### config.mk
export PLATFORM = sky130hd
export DESIGN_NAME = dwrr_queue_sched
export DESIGN_NICKNAME = d
export VERILOG_FILES = /design/src/rtl/dwrr_queue_sched_pkg.sv /design/src/rtl/dwrr_queue_sched_fifo.sv /design/src/rtl/dwrr_queue_sched.sv
export SDC_FILE = /design/constraint.sdc
export NUM_CORES = 1
export LEC_CHECK = 0
export ABC_CLOCK_PERIOD_IN_PS = 5500
export BUFFER_PORTS_ARGS = -buffer_cell sky130_fd_sc_hd__buf_2
export CAP_MARGIN = 15
export CORE_ASPECT_RATIO = 1.75
export CORE_UTILIZATION = 55
export CTS_CLUSTER_SIZE = 20
export DETAILED_ROUTE_END_ITERATION = 16
export PLACE_DENSITY = 0.77
export REMOVE_ABC_BUFFERS = 1
export SETUP_SLACK_MARGIN = 0.4
export SLEW_MARGIN = 25
export SYNTH_ARGS = -nofsm -noshare
export SYNTH_HDL_FRONTEND = slang
export SYNTH_HIERARCHICAL = 1
export SYNTH_SLANG_ARGS = --single-unit
### constraint.sdc
create_clock -name clk -period 5.5 [get_ports clk]
set_input_delay 1.1 -clock clk [delete_from_list [all_inputs] [get_ports clk]]
set_output_delay 1.1 -clock clk [all_outputs]
set_load 0.02 [all_outputs]
### src/rtl/dwrr_queue_sched_pkg.sv
// Shared constants and helpers for the DWRR queue scheduler.
package dwrr_queue_sched_pkg;

  localparam int unsigned NUM_REQS_DEF = 4;
  localparam int unsigned WIDTH_DEF    = 8;
  localparam int unsigned DEPTH_DEF    = 8;
  localparam int unsigned QWID_DEF     = 8;
  localparam int unsigned MAX_REQS     = 32;

  // FIFO occupancy counter must represent 0..DEPTH inclusive.
  function automatic int unsigned cnt_w(input int unsigned depth);
    return $clog2(depth) + 1;
  endfunction

  // One spare bit so an accumulated quantum on top of residual credit cannot wrap.
  function automatic int unsigned def_w(input int unsigned qwid);
    return qwid + 1;
  endfunction

  function automatic logic [MAX_REQS-1:0] onehot(input int unsigned idx);
    logic [MAX_REQS-1:0] v;
    v = '0;
    if (idx < MAX_REQS) v[idx] = 1'b1;
    return v;
  endfunction

endpackage

### src/rtl/dwrr_queue_sched_fifo.sv
// First-word-fall-through FIFO feeding one arbiter lane; storage is not reset.
module sched_fifo
  import dwrr_queue_sched_pkg::*;
#(
  parameter int unsigned WIDTH = WIDTH_DEF,
  parameter int unsigned DEPTH = DEPTH_DEF
) (
  input  logic             clk,
  input  logic             rst,
  input  logic             push,
  input  logic             pop,
  input  logic [WIDTH-1:0] din,
  output logic [WIDTH-1:0] head,
  output logic             full,
  output logic             empty
);

  localparam int unsigned CW = cnt_w(DEPTH);
  localparam int unsigned AW = (DEPTH > 1) ? $clog2(DEPTH) : 1;

  logic [WIDTH-1:0] mem [DEPTH];
  logic [AW-1:0]    wptr;
  logic [AW-1:0]    rptr;
  logic [CW-1:0]    count;
  logic             do_push;
  logic             do_pop;

  // Full is judged before the pop, so a push into a full queue is lost even if it pops.
  assign full    = (count == CW'(DEPTH));
  assign empty   = (count == '0);
  assign do_push = push & ~full;
  assign do_pop  = pop & ~empty;
  assign head    = mem[rptr];

  always_ff @(posedge clk) begin
    if (!rst) begin
      wptr  <= '0;
      rptr  <= '0;
      count <= '0;
    end else begin
      if (do_push) wptr <= (wptr == AW'(DEPTH - 1)) ? '0 : wptr + AW'(1);
      if (do_pop)  rptr <= (rptr == AW'(DEPTH - 1)) ? '0 : rptr + AW'(1);
      count <= count + CW'(do_push) - CW'(do_pop);
    end
  end

  always_ff @(posedge clk) begin
    if (rst && do_push) mem[wptr] <= din;
  end

endmodule

### src/rtl/dwrr_queue_sched.sv
// DWRR scheduler over NUM_REQS FIFOs. Define DWRR_QUEUE_SCHED_BLK_EN to add the blk back-pressure port.
module dwrr_queue_sched
  import dwrr_queue_sched_pkg::*;
#(
  parameter int unsigned NUM_REQS = NUM_REQS_DEF,
  parameter int unsigned WIDTH    = WIDTH_DEF,
  parameter int unsigned DEPTH    = DEPTH_DEF,
  parameter int unsigned QWID     = QWID_DEF,
  parameter int unsigned PSIZE    = WIDTH
) (
  input  logic                     clk,
  input  logic                     rst,
  input  logic [NUM_REQS-1:0]      push,
  input  logic [NUM_REQS*WIDTH-1:0] flat_data_in,
  input  logic [NUM_REQS*QWID-1:0] input_quantums,
`ifdef DWRR_QUEUE_SCHED_BLK_EN
  input  logic                     blk,
`endif
  output logic [NUM_REQS-1:0]      full,
  output logic [NUM_REQS-1:0]      empty,
  output logic [NUM_REQS-1:0]      gnt,
  output logic [WIDTH-1:0]         data_out,
  output logic                     data_out_vld
);

  localparam int unsigned DW = def_w(QWID);
  localparam int unsigned PW = (NUM_REQS > 1) ? $clog2(NUM_REQS) : 1;

  logic [WIDTH-1:0] heads   [NUM_REQS];
  logic [QWID-1:0]  quanta  [NUM_REQS];
  logic [DW-1:0]    deficit [NUM_REQS];
  logic [NUM_REQS-1:0] reqs;
  logic [PW-1:0]    ptr;
  logic [PW-1:0]    nxt;
  logic [DW-1:0]    nxt_base;
  logic             serve;
  logic             hold;

`ifdef DWRR_QUEUE_SCHED_BLK_EN
  assign hold = blk;
`else
  assign hold = 1'b0;
`endif

  for (genvar g = 0; g < NUM_REQS; g++) begin : g_q
    sched_fifo #(
      .WIDTH(WIDTH),
      .DEPTH(DEPTH)
    ) u_fifo (
      .clk  (clk),
      .rst  (rst),
      .push (push[g]),
      .pop  (gnt[g]),
      .din  (flat_data_in[g*WIDTH +: WIDTH]),
      .head (heads[g]),
      .full (full[g]),
      .empty(empty[g])
    );
    assign quanta[g] = input_quantums[g*QWID +: QWID];
  end

  assign reqs         = ~empty;
  assign data_out_vld = |gnt;

  // Grant decision and the credit seen by the next queue once an idle queue is cleared.
  always_comb begin
    serve    = 1'b0;
    gnt      = '0;
    data_out = '0;
    nxt      = (ptr == PW'(NUM_REQS - 1)) ? '0 : ptr + PW'(1);
    nxt_base = deficit[nxt];
    serve    = ~hold & reqs[ptr] & (deficit[ptr] >= DW'(PSIZE));
    if (serve) begin
      gnt      = NUM_REQS'(onehot(32'(ptr)));
      data_out = heads[ptr];
    end
    if ((nxt == ptr) && !reqs[ptr]) nxt_base = '0;
  end

  always_ff @(posedge clk) begin
    if (!rst) begin
      ptr <= '0;
      for (int i = 0; i < NUM_REQS; i++)
        deficit[i] <= (i == 0) ? DW'(quanta[0]) : '0;
    end else if (!hold) begin
      if (serve) begin
        deficit[ptr] <= deficit[ptr] - DW'(PSIZE);
      end else begin
        ptr <= nxt;
        if (!reqs[ptr]) deficit[ptr] <= '0;
        if (nxt_base < DW'(PSIZE)) deficit[nxt] <= nxt_base + DW'(quanta[nxt]);
      end
    end
  end

endmodule

### After elaboration in Yosys (flattened, before gate mapping)

Memory sizes are Yosys's and may differ from the RTL's. A register that Yosys moved wholly into a read port is not among the register bits.
Index checks and enable logic that the tools add are counted.

* logic and storage cells: 152
* bits of input ports: 70
* output and inout port bits: 21
* memories: 5
* RAM bits: 292
* register bits: 42

* equality and inequality tests: 14
* $add $sub $neg: 19
* bitwise gates (word level): 21
* $lt $le $gt $ge: 7
* muxes and demuxes: 59
* reduce and logical (&&, ||, !) cells: 14

Memory list
* g_q[0].u_fifo.mem: words 8, bits a word 8, rd ports 1, clocked after Yosys merged registers in 1, wr ports 1, line dwrr_queue_sched_fifo.sv:21 `logic [WIDTH-1:0] mem [DEPTH];`
* g_q[1].u_fifo.mem: words 8, bits a word 8, rd ports 1, clocked after Yosys merged registers in 1, wr ports 1, line dwrr_queue_sched_fifo.sv:21
* g_q[2].u_fifo.mem: words 8, bits a word 8, rd ports 1, clocked after Yosys merged registers in 1, wr ports 1, line dwrr_queue_sched_fifo.sv:21
* g_q[3].u_fifo.mem: words 8, bits a word 8, rd ports 1, clocked after Yosys merged registers in 1, wr ports 1, line dwrr_queue_sched_fifo.sv:21
* deficit: words 4, bits a word 9, rd ports 2, clocked after Yosys merged registers in 1, wr ports 4, line dwrr_queue_sched.sv:31 `logic [DW-1:0] deficit [NUM_REQS];`

Operator list (count)
* $mux W3: 16
* $mux W8: 5
* $mux W9: 4
* $bmux W8 S2: 2
* $add A3 B1 Y3 const B: 8
* $eq A3 B3 Y1 const B: 8
* $mux W1: 24
* $reduce_or A9 Y1: 2
* $add A4 B1 Y4: 4
* $eq A4 B4 Y1 const B: 4
* $logic_not A4 Y1: 4
* $sub A4 B1 Y4: 4
* $mux W2: 5
* $add A9 B8 Y9: 1
* $and A1 B1 Y1: 9
* $ge A9 B4 Y1 const B: 1
* $lt A9 B4 Y1 const B: 1
* $sub A9 B4 Y9 const B: 1
* $not A1 Y1: 8
* $ge A3 B3 Y1 const B: 2
* $logic_and A1 B1 Y1: 6
* $lt A2 B6 Y1 const B: 1
* $not A2 Y3: 2
* $mux W4: 1
* 11 further kinds: 11

### Depth between registers and ports, before layout

* depth after elaboration: 14
* mapped depth: 17
* depth with buffers taken out: 16

### Hierarchy

The synthesis kept the hierarchy.

Modules (own cells, without submodules)
* sched_fifo: times used 4, area each 3189.3 sq um, seq. area each 2182.1 sq um, cells each 174
* dwrr_queue_sched: times used 1, area each 3348.2 sq um, seq. area each 1161.1 sq um, cells each 276

### Least setup slack after synthesis

Ideal clock, no wire load.

* path kind: reg2reg
* start point: register ptr[0]
* end point: memory deficit[0][7] in the netlist's numbering (data pin)
* arrival time: 3624 ps
* period minus slack after synthesis: 3884 ps
* required time: 5240 ps
* stages on the path, launching flop included: 15
* setup time: 260 ps
* path slack: 1616 ps
* buffers on the path: 1
* path through: dfxtp_1 > ha_1 > nor2_2 > clkbuf_1 > mux4_2 > nand2_1 > inv_1 > ha_1 > a21o_1 > a21oi_1 > nand2b_1 > a21oi_1 > o211ai_1 > xnor2_1 > mux2_2

RTL lines
* start, declared: line dwrr_queue_sched.sv:33 `logic [PW-1:0] ptr;`
* start signal, assigned: line dwrr_queue_sched.sv:89 `ptr <= nxt;`
* end, declared: line dwrr_queue_sched.sv:31

==> impl_metrics.sql <==
INSERT INTO impl_metrics (metric_group, metric, value, unit) VALUES
('grt', 'maximum_number_of_pins_on_one_net_before_global_route_repair', '48', ''),
('finish', 'postLayoutCoreUtil', '0.623', ''),
('clocking', 'tritoncts', 'done', ''),
('clocking', 'clock_tree.root_cell', 'sky130_fd_sc_hd__clkbuf_16', ''),
('routing', 'drt-total-wl', '33.6', 'mm'),
('floorplan', 'fp.dieArea', '30000', 'um2'),
('floorplan', 'dieHeight', '228', 'um'),
('routing', 'remaining_drc_errors', '0', ''),
('logic_synthesis', 'synthesis.instances', '972', ''),
('logic_synthesis', 'synth.area.top_cells', 'sky130_fd_sc_hd__edfxtp_1, sky130_fd_sc_hd__mux4_1, sky130_fd_sc_hd__dfxtp_1', ''),
('pwr', 'seq_power_share', '0.392', ''),
('floorplan', 'core_region_area', '28700', 'um2'),
('placement', 'routabilityCongestion', '0.908', ''),
('pwr', 'power.leakage', '6.39', 'nW'),
('setup_path', 'timing.critical_path.buf_inv', '3', ''),
('finish', 'share_of_cells_above_drive_strength_1', '0.226', ''),
('grt', 'grt_pass1_wl', '51.3', 'mm'),
('placement', 'placedInstanceArea', '16900', 'um2'),
('placement', 'hpwlAfterDp', '24.1', 'mm'),
('min_path', 'worst_hold_path.num_cells', '2', ''),
('job', 'max-cap-violations', '0', ''),
('setup_path', 'critical-path-max-stage-delay', '0.73', 'ns'),
('clocking', 'clk_transition_reported_paths', '0.06', 'ns'),
('clocking', 'cts_buffer_depth', '3', ''),
('grt', 'gr-total-overflow', '0', ''),
('logic_synthesis', 'synth_sequential_area_ratio', '0.614', ''),
('floorplan', 'start_util', '0.561', ''),
('timing', 'rsz0062_at_grt', 'false', ''),
('setup_path', 'rr_worst_depth', '13', ''),
('finish', 'finish.net_count', '1197', ''),
('logic_synthesis', 'post_synth.cell_area_avg', '16.6', 'um2'),
('routing', 'drt-initial-drc-count', '529', ''),
('routing', 'dr_total_vias', '8772', ''),
('logic_synthesis', 'synth_async_sr_flop_share', '0', ''),
('grt', 'number_of_global_route_vias_before_repair', '9042', ''),
('placement', 'port_buffers', '90', ''),
('pwr', 'p_int', '5.61', 'mW'),
('timing', 'final_min_period_over_clock_period', '0.867', ''),
('setup_path', 'critical_path.cell_chain', 'mux4_2, inv_1, ha_1, nor2b_1, o211ai_1, buf_4, and3_1, or4_1, buf_2', ''),
('pwr', 'power_switching_share', '0.333', ''),
('setup_path', 'required', '4.40', 'ns'),
('grt', 'track_usage', '0.229', ''),
('grt', 'antenna_found_initial', '6', ''),
('logic_synthesis', 'yosys_register_bits', '348', ''),
('timing', 'max_slew_margin', '0.286', ''),
('timing', 'final_hold_viol_count', '0', ''),
('floorplan', 'ios', '91', ''),
('pwr', 'pwr-share-comb', '0.353', ''),
('min_path', 'worst_hold_startpoint', 'g_q[2].u_fifo/rptr[1]', ''),
('setup_path', 'crit_path_top_delay_cell', 'sky130_fd_sc_hd__dfxtp_1', ''),
('timing', 'achievable-frequency', '210', 'MHz'),
('finish', 'syn2layout_area_growth', '11.2', '%'),
('clocking', 'insertion_delay', '0.57', 'ns'),
('logic_synthesis', 'yosysWarnings', '6', ''),
('clocking', 'post_cts_resize_count', '0', ''),
('status', 'run_status', 'completed', ''),
('placement', 'numPlacedInstances', '1413', ''),
('setup_path', 'startpoint_type', 'flip-flop', ''),
('routing', 'drtAntennaViolNets', '0', ''),
('setup_path', 'rr_endpoint', 'g_q[3].u_fifo/count[2]', ''),
('timing', 'layout_min_cycle_time', '4.77', 'ns'),
('setup_path', 'timing.critical_path.max_delay_family', 'simple AND/OR/NAND/NOR gates', ''),
('routing', 'post_drt_wl_per_cell', '22.8', 'um'),
('timing', 'setup_tns', '0', 'ns'),
('logic_synthesis', 'netlist.top_cell.by_area', 'sky130_fd_sc_hd__edfxtp_1', ''),
('routing', 'viasPerCell', '5.96', ''),
('setup_path', 'criticalPathCategory', 'flip-flop to output pin', ''),
('pwr', 'power.clock.fraction', '0.255', ''),
('timing', 'final.setup_skew', '0.0122', 'ns'),
('finish', 'post_layout_nonfiller_instances', '1471', ''),
('pwr', 'power-per-cell-area', '469', 'nW/um2');
[kinds of logic (layout without fill, tap and decap cells)]
logic type,Yosys count,after routing,share of synthesized area
buffers and inverters,101,218,0.0308
flip-flops,348,348,0.614
AO/OA/AOI/OAI,55,55,0.0239
adder cells (fa/ha/maj),61,61,0.0497
XOR/XNOR,14,14,0.00761
multiplexers,173,173,0.202
other,0,4,0
AND/OR/NAND/NOR,220,220,0.0716
[metrics by stage]
stage | worst slack [ns] | power [mW]
4_1_cts | 0.715 | 8.42
2_1_floorplan | 1.20 | 5.35
3_3_place_gp | 1.30 | 6.21
6_report | 0.732 | 8.40
5_1_grt | 0.511 | 8.80
3_5_place_dp | 1.24 | 6.29
[metal layers]
metal  up-vias  track usage  routed length (um)
met2       255        0.442               18900
met4         4        0.113                1370
li1       3995            -                   -
met5         -            0                  26
met3        73       0.0302                1560
met1      4445        0.240               11700
[worst max-delay path by stage]
stage,depth (start not counted),from,endpoint,slack (ns)
after floorplan,15,ptr[0],deficit[0][6],1.20
after global placement,13,flip-flop,g_q[2].u_fifo/count[2],1.30
after detailed placement,13,flip-flop,g_q[2].u_fifo/count[2],1.24
after CTS,9,flip-flop,data_out_vld,0.71
after global routing,9,flip-flop,data_out_vld,0.51
final,9,flip-flop,data_out_vld,0.73
[layout make-up]
cell class                 instances  area (um2)
timing repair buffer             110         601
tap                              378         473
clock buffer                      35         758
antenna                            4        10.0
clock inverter                    19         241
multi-input combinational        523        5730
sequential                       348        9890
fill                            2036       10800
inverter                          54         203
[power groups by stage]
| stage | registers (mW) | logic [mW] | clock network, mW |
|---|---|---|---|
| 2_1_floorplan | 3.30 | 2.05 | 0 |
| 3_3_place_gp | 3.34 | 2.87 | 0 |
| 3_5_place_dp | 3.35 | 2.94 | 0 |
| 4_1_cts | 3.29 | 2.95 | 2.18 |
| 5_1_grt | 3.32 | 3.20 | 2.28 |
| 6_report | 3.29 | 2.96 | 2.15 |
[sequential cells by signal (all words and copies together), names as in the netlist, named ones only]
name              cells
deficit              36
g_q.u_fifo/count     16
g_q.u_fifo/mem      256
g_q.u_fifo/rptr      12
g_q.u_fifo/wptr      12
ptr                   2
[cells in the mapped netlist, types with 3 or more instances]
| master | count |
|---|---|
| sky130_fd_sc_hd__a21o_1 | 7 |
| sky130_fd_sc_hd__a21oi_1 | 9 |
| sky130_fd_sc_hd__a22o_1 | 4 |
| sky130_fd_sc_hd__and2_0 | 4 |
| sky130_fd_sc_hd__and2_1 | 15 |
| sky130_fd_sc_hd__and3_1 | 15 |
| sky130_fd_sc_hd__buf_1 | 5 |
| sky130_fd_sc_hd__buf_12 | 4 |
| sky130_fd_sc_hd__buf_2 | 5 |
| sky130_fd_sc_hd__buf_6 | 5 |
| sky130_fd_sc_hd__clkbuf_1 | 26 |
| sky130_fd_sc_hd__dfxtp_1 | 56 |
| sky130_fd_sc_hd__edfxtp_1 | 292 |
| sky130_fd_sc_hd__fa_1 | 5 |
| sky130_fd_sc_hd__ha_1 | 56 |
| sky130_fd_sc_hd__inv_1 | 54 |
| sky130_fd_sc_hd__mux2_2 | 37 |
| sky130_fd_sc_hd__mux2i_1 | 35 |
| sky130_fd_sc_hd__mux4_1 | 64 |
| sky130_fd_sc_hd__mux4_2 | 35 |
| sky130_fd_sc_hd__nand2_1 | 56 |
| sky130_fd_sc_hd__nand2b_1 | 15 |
| sky130_fd_sc_hd__nand3_1 | 7 |
| sky130_fd_sc_hd__nand3b_1 | 4 |
| sky130_fd_sc_hd__nand4_1 | 8 |
| sky130_fd_sc_hd__nand4b_1 | 5 |
| sky130_fd_sc_hd__nor2_1 | 45 |
| sky130_fd_sc_hd__nor2b_1 | 11 |
| sky130_fd_sc_hd__nor3_1 | 10 |
| sky130_fd_sc_hd__nor3b_1 | 5 |
| sky130_fd_sc_hd__o211ai_1 | 3 |
| sky130_fd_sc_hd__o21ai_0 | 12 |
| sky130_fd_sc_hd__o22ai_1 | 13 |
| sky130_fd_sc_hd__o32ai_1 | 3 |
| sky130_fd_sc_hd__or3_1 | 6 |
| sky130_fd_sc_hd__or3b_2 | 4 |
| sky130_fd_sc_hd__xnor2_1 | 9 |
| sky130_fd_sc_hd__xor2_1 | 5 |
[worst min-delay path, stage by stage, from the launching register on]
cell	delay, ns
sky130_fd_sc_hd__dfxtp_1	0.31
sky130_fd_sc_hd__nand2_1	0.05
sky130_fd_sc_hd__mux2i_1	0.07
Power figures use the tool's default switching activity.
